$ cat src/rtl/au_pipe_if.sv
// Request/response bundle for au_pipe: operand request with valid/ready,
// result response with valid/ready, plus status flags.
interface au_pipe_if #(
  parameter int W    = 24,
  parameter int TAGW = 4
);
  logic            in_valid;
  logic            in_ready;
  logic [1:0]      op;
  logic [W-1:0]    a_in;
  logic [W-1:0]    b_in;
  logic [TAGW-1:0] tag_in;
  logic            out_valid;
  logic            out_ready;
  logic [W-1:0]    result;
  logic [TAGW-1:0] tag_out;
  logic            sat;
  logic            div0;
  logic            busy;

  // Requester / consumer side (operand router + writeback).
  modport master (
    output in_valid, op, a_in, b_in, tag_in, out_ready,
    input  in_ready, out_valid, result, tag_out, sat, div0, busy
  );

  // Arithmetic unit side.
  modport slave (
    input  in_valid, op, a_in, b_in, tag_in, out_ready,
    output in_ready, out_valid, result, tag_out, sat, div0, busy
  );
endinterface

$ cat src/rtl/au_pipe.sv
// au_pipe: sign-magnitude fixed-point ADD/SUB/MUL/DIV unit with valid/ready
// handshakes and a tag. ADD/SUB/MUL and divide-by-zero finish in one cycle;
// DIV runs a restoring divider, one quotient bit per cycle.
// Build option: define AU_ROUND_EN for round-to-nearest (ties away from zero)
// on MUL and DIV; otherwise both truncate toward zero.
module au_pipe #(
  parameter int W    = 24,
  parameter int FRAC = 14,
  parameter int TAGW = 4
) (
  input logic       clk,
  input logic       rst_n,
  au_pipe_if.slave  bus
);

  localparam int M  = W - 1;          // magnitude width
  localparam int N  = M + FRAC;       // quotient width / divide iterations
  localparam int CW = $clog2(N);
  localparam logic [M-1:0] MAG_MAX = '1;
`ifdef AU_ROUND_EN
  localparam logic [2*M-1:0] MUL_RND = (2*M)'(1) << (FRAC - 1);
`else
  localparam logic [2*M-1:0] MUL_RND = '0;
`endif

  typedef enum logic [1:0] {IDLE, DIVIT, DONE} state_t;
  typedef enum logic [1:0] {OP_ADD = 2'b00, OP_SUB = 2'b01,
                            OP_MUL = 2'b10, OP_DIV = 2'b11} op_t;

  state_t          state_q, state_d;
  logic [M-1:0]    rem_q, rem_d, dsr_q, dsr_d;
  logic [N-1:0]    quo_q, quo_d;
  logic            sgn_q, sgn_d;
  logic [TAGW-1:0] tagl_q, tagl_d;
  logic [CW-1:0]   cnt_q, cnt_d;
  logic            ov_q, ov_d;
  logic [W-1:0]    res_q, res_d;
  logic [TAGW-1:0] tago_q, tago_d;
  logic            sat_q, sat_d, div0_q, div0_d;

  // Operand decode; a zero magnitude is always treated as +0.
  logic [M-1:0] r_mag, s_mag;
  logic         r_s, s_s, accept, fast;
  op_t          op;

  assign r_mag = bus.a_in[M-1:0];
  assign s_mag = bus.b_in[M-1:0];
  assign r_s   = bus.a_in[W-1] & (|r_mag);
  assign s_s   = bus.b_in[W-1] & (|s_mag);
  assign op    = op_t'(bus.op);
  assign fast  = (op != OP_DIV) || (s_mag == '0);

  assign bus.in_ready  = rst_n & (state_q == IDLE) & (!ov_q | bus.out_ready);
  assign accept        = bus.in_valid & bus.in_ready;
  assign bus.out_valid = ov_q;
  assign bus.result    = res_q;
  assign bus.tag_out   = tago_q;
  assign bus.sat       = sat_q;
  assign bus.div0      = div0_q;
  assign bus.busy      = (state_q == DIVIT);

  // Single-cycle datapath: ADD/SUB in W+1-bit two's complement, MUL, DIV-by-zero.
  logic [W:0]     ta, tb, sum, sabs;
  logic           tb_neg;
  logic [2*M-1:0] prod, prod_sh;
  logic [M-1:0]   f_mag;
  logic           f_sgn, f_sat, f_div0;

  always_comb begin
    tb_neg  = s_s ^ (op == OP_SUB);
    ta      = ({2'b00, r_mag} ^ {(W+1){r_s}}) + (W+1)'(r_s);
    tb      = ({2'b00, s_mag} ^ {(W+1){tb_neg}}) + (W+1)'(tb_neg);
    sum     = ta + tb;
    sabs    = sum[W] ? (~sum + (W+1)'(1)) : sum;
    prod    = ({{M{1'b0}}, r_mag} * {{M{1'b0}}, s_mag}) + MUL_RND;
    prod_sh = prod >> FRAC;
    f_mag   = '0;
    f_sgn   = 1'b0;
    f_sat   = 1'b0;
    f_div0  = 1'b0;
    case (op)
      OP_ADD, OP_SUB: begin
        f_sgn = sum[W];
        if (|sabs[W:M]) begin
          f_mag = MAG_MAX;
          f_sat = 1'b1;
        end else begin
          f_mag = sabs[M-1:0];
        end
      end
      OP_MUL: begin
        f_sgn = r_s ^ s_s;
        if (|prod_sh[2*M-1:M]) begin
          f_mag = MAG_MAX;
          f_sat = 1'b1;
        end else begin
          f_mag = prod_sh[M-1:0];
        end
      end
      default: begin
        // Only reached for S_mag==0; 0/0 leaves magnitude and sat at zero.
        f_div0 = 1'b1;
        f_sgn  = r_s;
        if (r_mag != '0) begin
          f_mag = MAG_MAX;
          f_sat = 1'b1;
        end
      end
    endcase
  end

  // Restoring-division step and the final rounding/saturation of the quotient.
  logic [M:0]   trial;
  logic [M-1:0] diff, d_mag;
  logic         ge, rnd, d_sat;
  logic [N:0]   qr;

  always_comb begin
    trial = {rem_q, quo_q[N-1]};
    ge    = trial >= {1'b0, dsr_q};
    // When ge, trial - S < S fits in M bits, so the low-M difference is exact.
    diff  = trial[M-1:0] - dsr_q;
`ifdef AU_ROUND_EN
    rnd   = {rem_q, 1'b0} >= {1'b0, dsr_q};
`else
    rnd   = 1'b0;
`endif
    qr    = {1'b0, quo_q} + (N+1)'(rnd);
    d_sat = |qr[N:M];
    d_mag = d_sat ? MAG_MAX : qr[M-1:0];
  end

  // Next-state logic for the FSM, divider registers and output register.
  always_comb begin
    state_d = state_q;
    rem_d   = rem_q;
    quo_d   = quo_q;
    dsr_d   = dsr_q;
    sgn_d   = sgn_q;
    tagl_d  = tagl_q;
    cnt_d   = cnt_q;
    ov_d    = ov_q;
    res_d   = res_q;
    tago_d  = tago_q;
    sat_d   = sat_q;
    div0_d  = div0_q;
    if (ov_q & bus.out_ready) ov_d = 1'b0;
    case (state_q)
      IDLE: begin
        if (accept) begin
          if (fast) begin
            ov_d   = 1'b1;
            res_d  = {f_sgn & (|f_mag), f_mag};
            tago_d = bus.tag_in;
            sat_d  = f_sat;
            div0_d = f_div0;
          end else begin
            rem_d   = '0;
            quo_d   = {r_mag, {FRAC{1'b0}}};
            dsr_d   = s_mag;
            sgn_d   = r_s ^ s_s;
            tagl_d  = bus.tag_in;
            cnt_d   = '0;
            state_d = DIVIT;
          end
        end
      end
      DIVIT: begin
        rem_d = ge ? diff : trial[M-1:0];
        quo_d = {quo_q[N-2:0], ge};
        cnt_d = cnt_q + CW'(1);
        if (cnt_q == CW'(N - 1)) state_d = DONE;
      end
      DONE: begin
        ov_d    = 1'b1;
        res_d   = {sgn_q & (|d_mag), d_mag};
        tago_d  = tagl_q;
        sat_d   = d_sat;
        div0_d  = 1'b0;
        state_d = IDLE;
      end
      default: state_d = IDLE;
    endcase
  end

  // FSM state register.
  always_ff @(posedge clk or negedge rst_n) begin
    if (!rst_n) state_q <= IDLE;
    else        state_q <= state_d;
  end

  // Divider working registers and output holding register.
  always_ff @(posedge clk or negedge rst_n) begin
    if (!rst_n) begin
      rem_q  <= '0;
      quo_q  <= '0;
      dsr_q  <= '0;
      sgn_q  <= 1'b0;
      tagl_q <= '0;
      cnt_q  <= '0;
      ov_q   <= 1'b0;
      res_q  <= '0;
      tago_q <= '0;
      sat_q  <= 1'b0;
      div0_q <= 1'b0;
    end else begin
      rem_q  <= rem_d;
      quo_q  <= quo_d;
      dsr_q  <= dsr_d;
      sgn_q  <= sgn_d;
      tagl_q <= tagl_d;
      cnt_q  <= cnt_d;
      ov_q   <= ov_d;
      res_q  <= res_d;
      tago_q <= tago_d;
      sat_q  <= sat_d;
      div0_q <= div0_d;
    end
  end

endmodule

$ cat src/flat_wrapper.sv
// flat-port wrapper written by rule: the top's interface ports become plain ports
module au_pipe_flat 
#(
  parameter int W    = 24,
  parameter int FRAC = 14,
  parameter int TAGW = 4
)
  (clk, rst_n, bus_in_valid, bus_op, bus_a_in, bus_b_in, bus_tag_in, bus_out_ready, bus_in_ready, bus_out_valid, bus_result, bus_tag_out, bus_sat, bus_div0, bus_busy);
  au_pipe_if #(.W(W), .TAGW(TAGW)) bus_i ();
  input logic clk;
  input logic rst_n;
  input wire logic [$bits(bus_i.in_valid)-1:0] bus_in_valid;
  input wire logic [$bits(bus_i.op)-1:0] bus_op;
  input wire logic [$bits(bus_i.a_in)-1:0] bus_a_in;
  input wire logic [$bits(bus_i.b_in)-1:0] bus_b_in;
  input wire logic [$bits(bus_i.tag_in)-1:0] bus_tag_in;
  input wire logic [$bits(bus_i.out_ready)-1:0] bus_out_ready;
  output wire logic [$bits(bus_i.in_ready)-1:0] bus_in_ready;
  output wire logic [$bits(bus_i.out_valid)-1:0] bus_out_valid;
  output wire logic [$bits(bus_i.result)-1:0] bus_result;
  output wire logic [$bits(bus_i.tag_out)-1:0] bus_tag_out;
  output wire logic [$bits(bus_i.sat)-1:0] bus_sat;
  output wire logic [$bits(bus_i.div0)-1:0] bus_div0;
  output wire logic [$bits(bus_i.busy)-1:0] bus_busy;
  assign bus_i.in_valid = bus_in_valid;
  assign bus_i.op = bus_op;
  assign bus_i.a_in = bus_a_in;
  assign bus_i.b_in = bus_b_in;
  assign bus_i.tag_in = bus_tag_in;
  assign bus_i.out_ready = bus_out_ready;
  assign bus_in_ready = bus_i.in_ready;
  assign bus_out_valid = bus_i.out_valid;
  assign bus_result = bus_i.result;
  assign bus_tag_out = bus_i.tag_out;
  assign bus_sat = bus_i.sat;
  assign bus_div0 = bus_i.div0;
  assign bus_busy = bus_i.busy;
  au_pipe #(.W(W), .FRAC(FRAC), .TAGW(TAGW)) u_core (.clk(clk), .rst_n(rst_n), .bus(bus_i));
endmodule
$ cat config.mk
export PLATFORM = sky130hd
export DESIGN_NAME = au_pipe_flat
export DESIGN_NICKNAME = d
export VERILOG_FILES = /design/src/rtl/au_pipe_if.sv /design/src/rtl/au_pipe.sv /design/src/flat_wrapper.sv
export SDC_FILE = /design/constraint.sdc
export NUM_CORES = 2
export LEC_CHECK = 0
export CORE_MARGIN = 2
export CORE_UTILIZATION = 65
export DETAILED_ROUTE_END_ITERATION = 7
export MAX_ROUTING_LAYER = met4
export PLACE_DENSITY = 0.93
export SLEW_MARGIN = 25
export SYNTH_ARGS = -nofsm -noshare
export SYNTH_HDL_FRONTEND = slang
export SYNTH_SLANG_ARGS = --single-unit
$ cat constraint.sdc
create_clock -name clk -period 5 [get_ports clk]
set_input_delay 1.25 -clock clk [delete_from_list [all_inputs] [get_ports clk]]
set_output_delay 1.25 -clock clk [all_outputs]
set_load 0.005 [all_outputs]
==> results of run 1 <==
cells by family after synthesis:
logic type | after synthesis | synth area share, %
simple gates | 977 | 17.9
buf+inv | 752 | 10.6
fa+ha+maj | 680 | 43.9
compound gates | 439 | 10.7
xor+xnor | 132 | 4.30
flops | 127 | 11.8
mux | 18 | 0.699
timing repair:
| item | CTS |
|---|---|
| setup endpoints to repair | 25 |
| pin swaps | 139 |
| buffers inserted | 123 |
| gates resized for setup | 377 |
| gates cloned | 20 |
through the flow:
step                      area [um^2]  TNS (ns)  hold slack [ns]  worst slack, ns
after global placement          31600    -98.62            0.464            -3.98
after floorplan                 27200    -75.32            0.473            -3.06
after detailed placement        31600   -106.37            0.475            -4.29
after CTS                       34500    -82.00            0.512            -3.31
Yosys cell counts, types with 15 or more instances:
cell / count
nand2_1: 459
xnor2_1: 69
a31oi_1: 35
a22o_1: 27
o21ai_1: 19
o22ai_1: 29
nor3_1: 29
a21o_1: 32
ha_1: 241
and2_1: 259
nand4_1: 16
nor4_1: 25
o21ai_0: 100
nor2_1: 89
nor2b_1: 15
dfrtp_1: 127
inv_1: 564
fa_1: 439
xor2_1: 63
clkbuf_1: 176
a21oi_1: 81
routing by layer:
metal | GRT overflow | track usage, %
met5 | - | -
met4 | 383 | 93.1
met3 | 86 | 81.9
met2 | 899 | 103
met1 | 95 | 88.5
==> run summary, run 1 <==
outcome: stopped before the end
failing step: 5_1_grt
Run Error: [ERROR GRT-0116] Global routing finished with congestion. Check the congestion regions in the DRC Viewer.
Die H: 207 um
cts-stage hold buffer count: 0
synthesized flop and latch total: 127
top cells by area, synth: fa_1, dfrtp_1, ha_1, inv_1, nand2_1
top cell type's share of synthesized area: 32.7%
gr usage total: 92.1%
total grt overflow: 1463
Syn Nets: 3863
CTS Buf Count: 17
largest net degree at the start of global routing: 77
Die Wd: 207 um
synth warn: 0
Max clock buf depth: 2
clock sink count: 127
Final HPWL DP: 76000 um
ys async rst share: 100%
post-synthesis sequential area ratio: 11.8%
mean post-synth cell area: 8.60 um^2
Root Buffer: clkbuf_16
num ports: 91
leading area contributor after synthesis: fa_1
Synth Instances: 3125
row cnt: 74
Port Buffer Count: 90
CTS H-tree lvls: 4
Placed Cells: 4002
Synth Flop Type: dfrtp_1
Placer Congestion: 1.12
Distinct cells, synth: 80
first-pass GRT wire length: 287000 um
vias in the first global route: 39400
Post-synth EDFFs: 0
Synth Cell Area: 26900 um^2
initial cell density of the core: 65.8%
==> run 2, diff against run 1 <==
--- a/config.mk
+++ b/config.mk
@@ -6,10 +6,9 @@
 export NUM_CORES = 2
 export LEC_CHECK = 0
 export CORE_MARGIN = 2
-export CORE_UTILIZATION = 65
+export CORE_UTILIZATION = 40
 export DETAILED_ROUTE_END_ITERATION = 7
-export MAX_ROUTING_LAYER = met4
-export PLACE_DENSITY = 0.93
+export PLACE_DENSITY_LB_ADDON = 0.15
 export SLEW_MARGIN = 25
 export SYNTH_ARGS = -nofsm -noshare
 export SYNTH_HDL_FRONTEND = slang
==> run summary, run 2 <==
Routed Wire Length: 97300 um
nets: 4441
num ports: 91
fin crit period: 8.05 ns
Final Hold Fails: 0
Synth Cell Area: 26900 um^2
initial DRC count: 1651
Die Wd: 263 um
Peak Freq: 124 MHz
Clock Latency Late Sink: 0.43 ns
RSZ-0062 raised after global routing: yes
Crit Path Max Fanout: 6
Port Buffer Count: 90
CTS H-tree lvls: 4
final-report max-slew violation count: 0
Avg WL per Cell: 21.2 um
Largest register FFs: 37
largest net degree at the start of global routing: 76
clock sink count: 127
Final WS setup: -3.05 ns
CP Data Required Time: 5.29 ns
Max clock buf depth: 2
slew margin rel.: 51.4%
CP most frequent cell: fa_1
vias after detailed routing: 24200
failing checks: negative setup slack
DP Worst Slack: -4.22 ns
most frequent cells in the layout: inv_1, buf_4, nand2_1
ratio of cells with drive above 1 in the final layout: 26.2%
synth warn: 0
outcome: finished with violations
commonest non-fill, non-tap cell in the layout: inv_1
Placer Congestion: 0.948
Die H: 263 um
core area: 66800 um^2
drt pass-1 iters: 5
Most flops, register: u_core.quo_q
Placed Cells: 4396
final period utilization: 161%
total grt overflow: 0
Synth Flop Type: dfrtp_1
kind of critical path: input pin to register
first-pass GRT wire length: 151000 um
worst slew pin tran: 0.729 ns
slowest stage cell, crit path: fa_1
vias per inst: 5.26
top cell type's share of synthesized area: 32.7%
leading area contributor after synthesis: fa_1
CP top delay family: adder cells
CP startpoint kind: input pin
DP Area: 32600 um^2
vias in the first global route: 25500
CTS Buf Count: 17
Worst EP arrival: 8.34 ns
Setup-failing EPs final: 25
WP buf/inv: 9
post-route insts no fill: 4590
Distinct cells, synth: 80
Final HPWL DP: 74700 um
clock-pin slew on the worst setup and hold paths: 0.06 ns
post-synthesis sequential area ratio: 11.8%
Fin Clk Skew: 0.0111 ns
critical path capture point type: register
die area: 69300 um^2
mean post-synth cell area: 8.60 um^2
row cnt: 95
Final ANT Viol Nets: 0
Max-cap violations: 0
synthesized flop and latch total: 127
worst min path class: register to register
top cells by area, synth: fa_1, dfrtp_1, ha_1, inv_1, nand2_1
most common library cells after synthesis: inv_1, nand2_1, fa_1
Root Buffer: clkbuf_16
final core utilization: 53.7%
CTS tree: done
Synth Instances: 3125
crit-path max cell delay: 0.53 ns
most common cell in the netlist: inv_1
DRC violations left: 0
Layout area overhead: 33.6%
fin area: 35900 um^2
initial cell density of the core: 40.2%
gr usage total: 28.5%
Post-synth EDFFs: 0
initial antenna violation count: 1
ys async rst share: 100%
Syn Nets: 3863
[run 2: cell counts after synthesis]
Identical to the previous run, type by type.
[run 2: layout make-up]
type	count	area [um^2]
antenna	1	2.50
fill	6084	30900
multi-input combinational	2246	21800
inverter	564	2120
timing repair buffer	747	7100
tap	873	1090
clock inverter	15	148
clock buffer	17	425
sequential	127	3180
[run 2: layer usage]
metal	up-vias	global-route usage, %	wire [um]
met3	188	3.67	5620
met5	-	0	0
li1	11000	-	-
met1	12100	37.0	40800
met4	0	12.5	4740
met2	844	47.6	46100
[run 2: worst paths after layout]
path	start	endpoint	slack (ns)	depth (start not counted)
max in group asynchronous	rst_n	u_core.quo_q[4]	2.85	3
min	u_core.bus.sat	u_core.bus.sat	0.48	2
min reg2reg	u_core.bus.sat	u_core.bus.sat	0.48	2
min in group asynchronous	rst_n	u_core.bus.result[7]	0.99	2
max	bus_a_in[14]	u_core.bus.result[12]	-3.05	31
max reg2reg	u_core.quo_q[36]	u_core.rem_q[21]	0.93	17
[run 2: repair_timing]
item | CTS | global route
gates resized for setup | 376 | 117
cloned | 13 | 1
pin swaps | 143 | 63
setup buffers | 132 | 19
setup endpoints to repair | 25 | 25
hold buffers | 0 | 0
hold endpoints to repair | 0 | 0
[run 2: kinds of logic after synthesis]
logic type                 share of synthesized area (%)
and+or+nand+nor                                     17.9
buffers and inverters                               10.6
adders and majority gates                           43.9
AOI/OAI and AO/OA                                   10.7
xor gates and xnor gates                            4.30
DFF                                                 11.8
muxes                                              0.699
[run 2: stage by stage]
stage / hold WS [ns] / setup TNS [ns]
floorplan: 0.473 / -75.32
global placement: 0.464 / -103.48
detailed placement: 0.473 / -104.74
CTS: 0.485 / -75.28
global route: 0.502 / -80.52
finish: 0.483 / -74.99
[run 2: worst reg2reg max path, delay by kind of cell (launching register included)]
family                     cells  cell delay (ns)
and+or+nand+nor                3             0.59
buffers and inverters          2             0.34
AOI/OAI and AO/OA             10             2.03
adders and majority gates      2             0.64
DFF                            1             0.40
Power of run 2 is not shown: default switching activity piles up to over one toggle a cycle in this logic, so the estimate is an artifact.
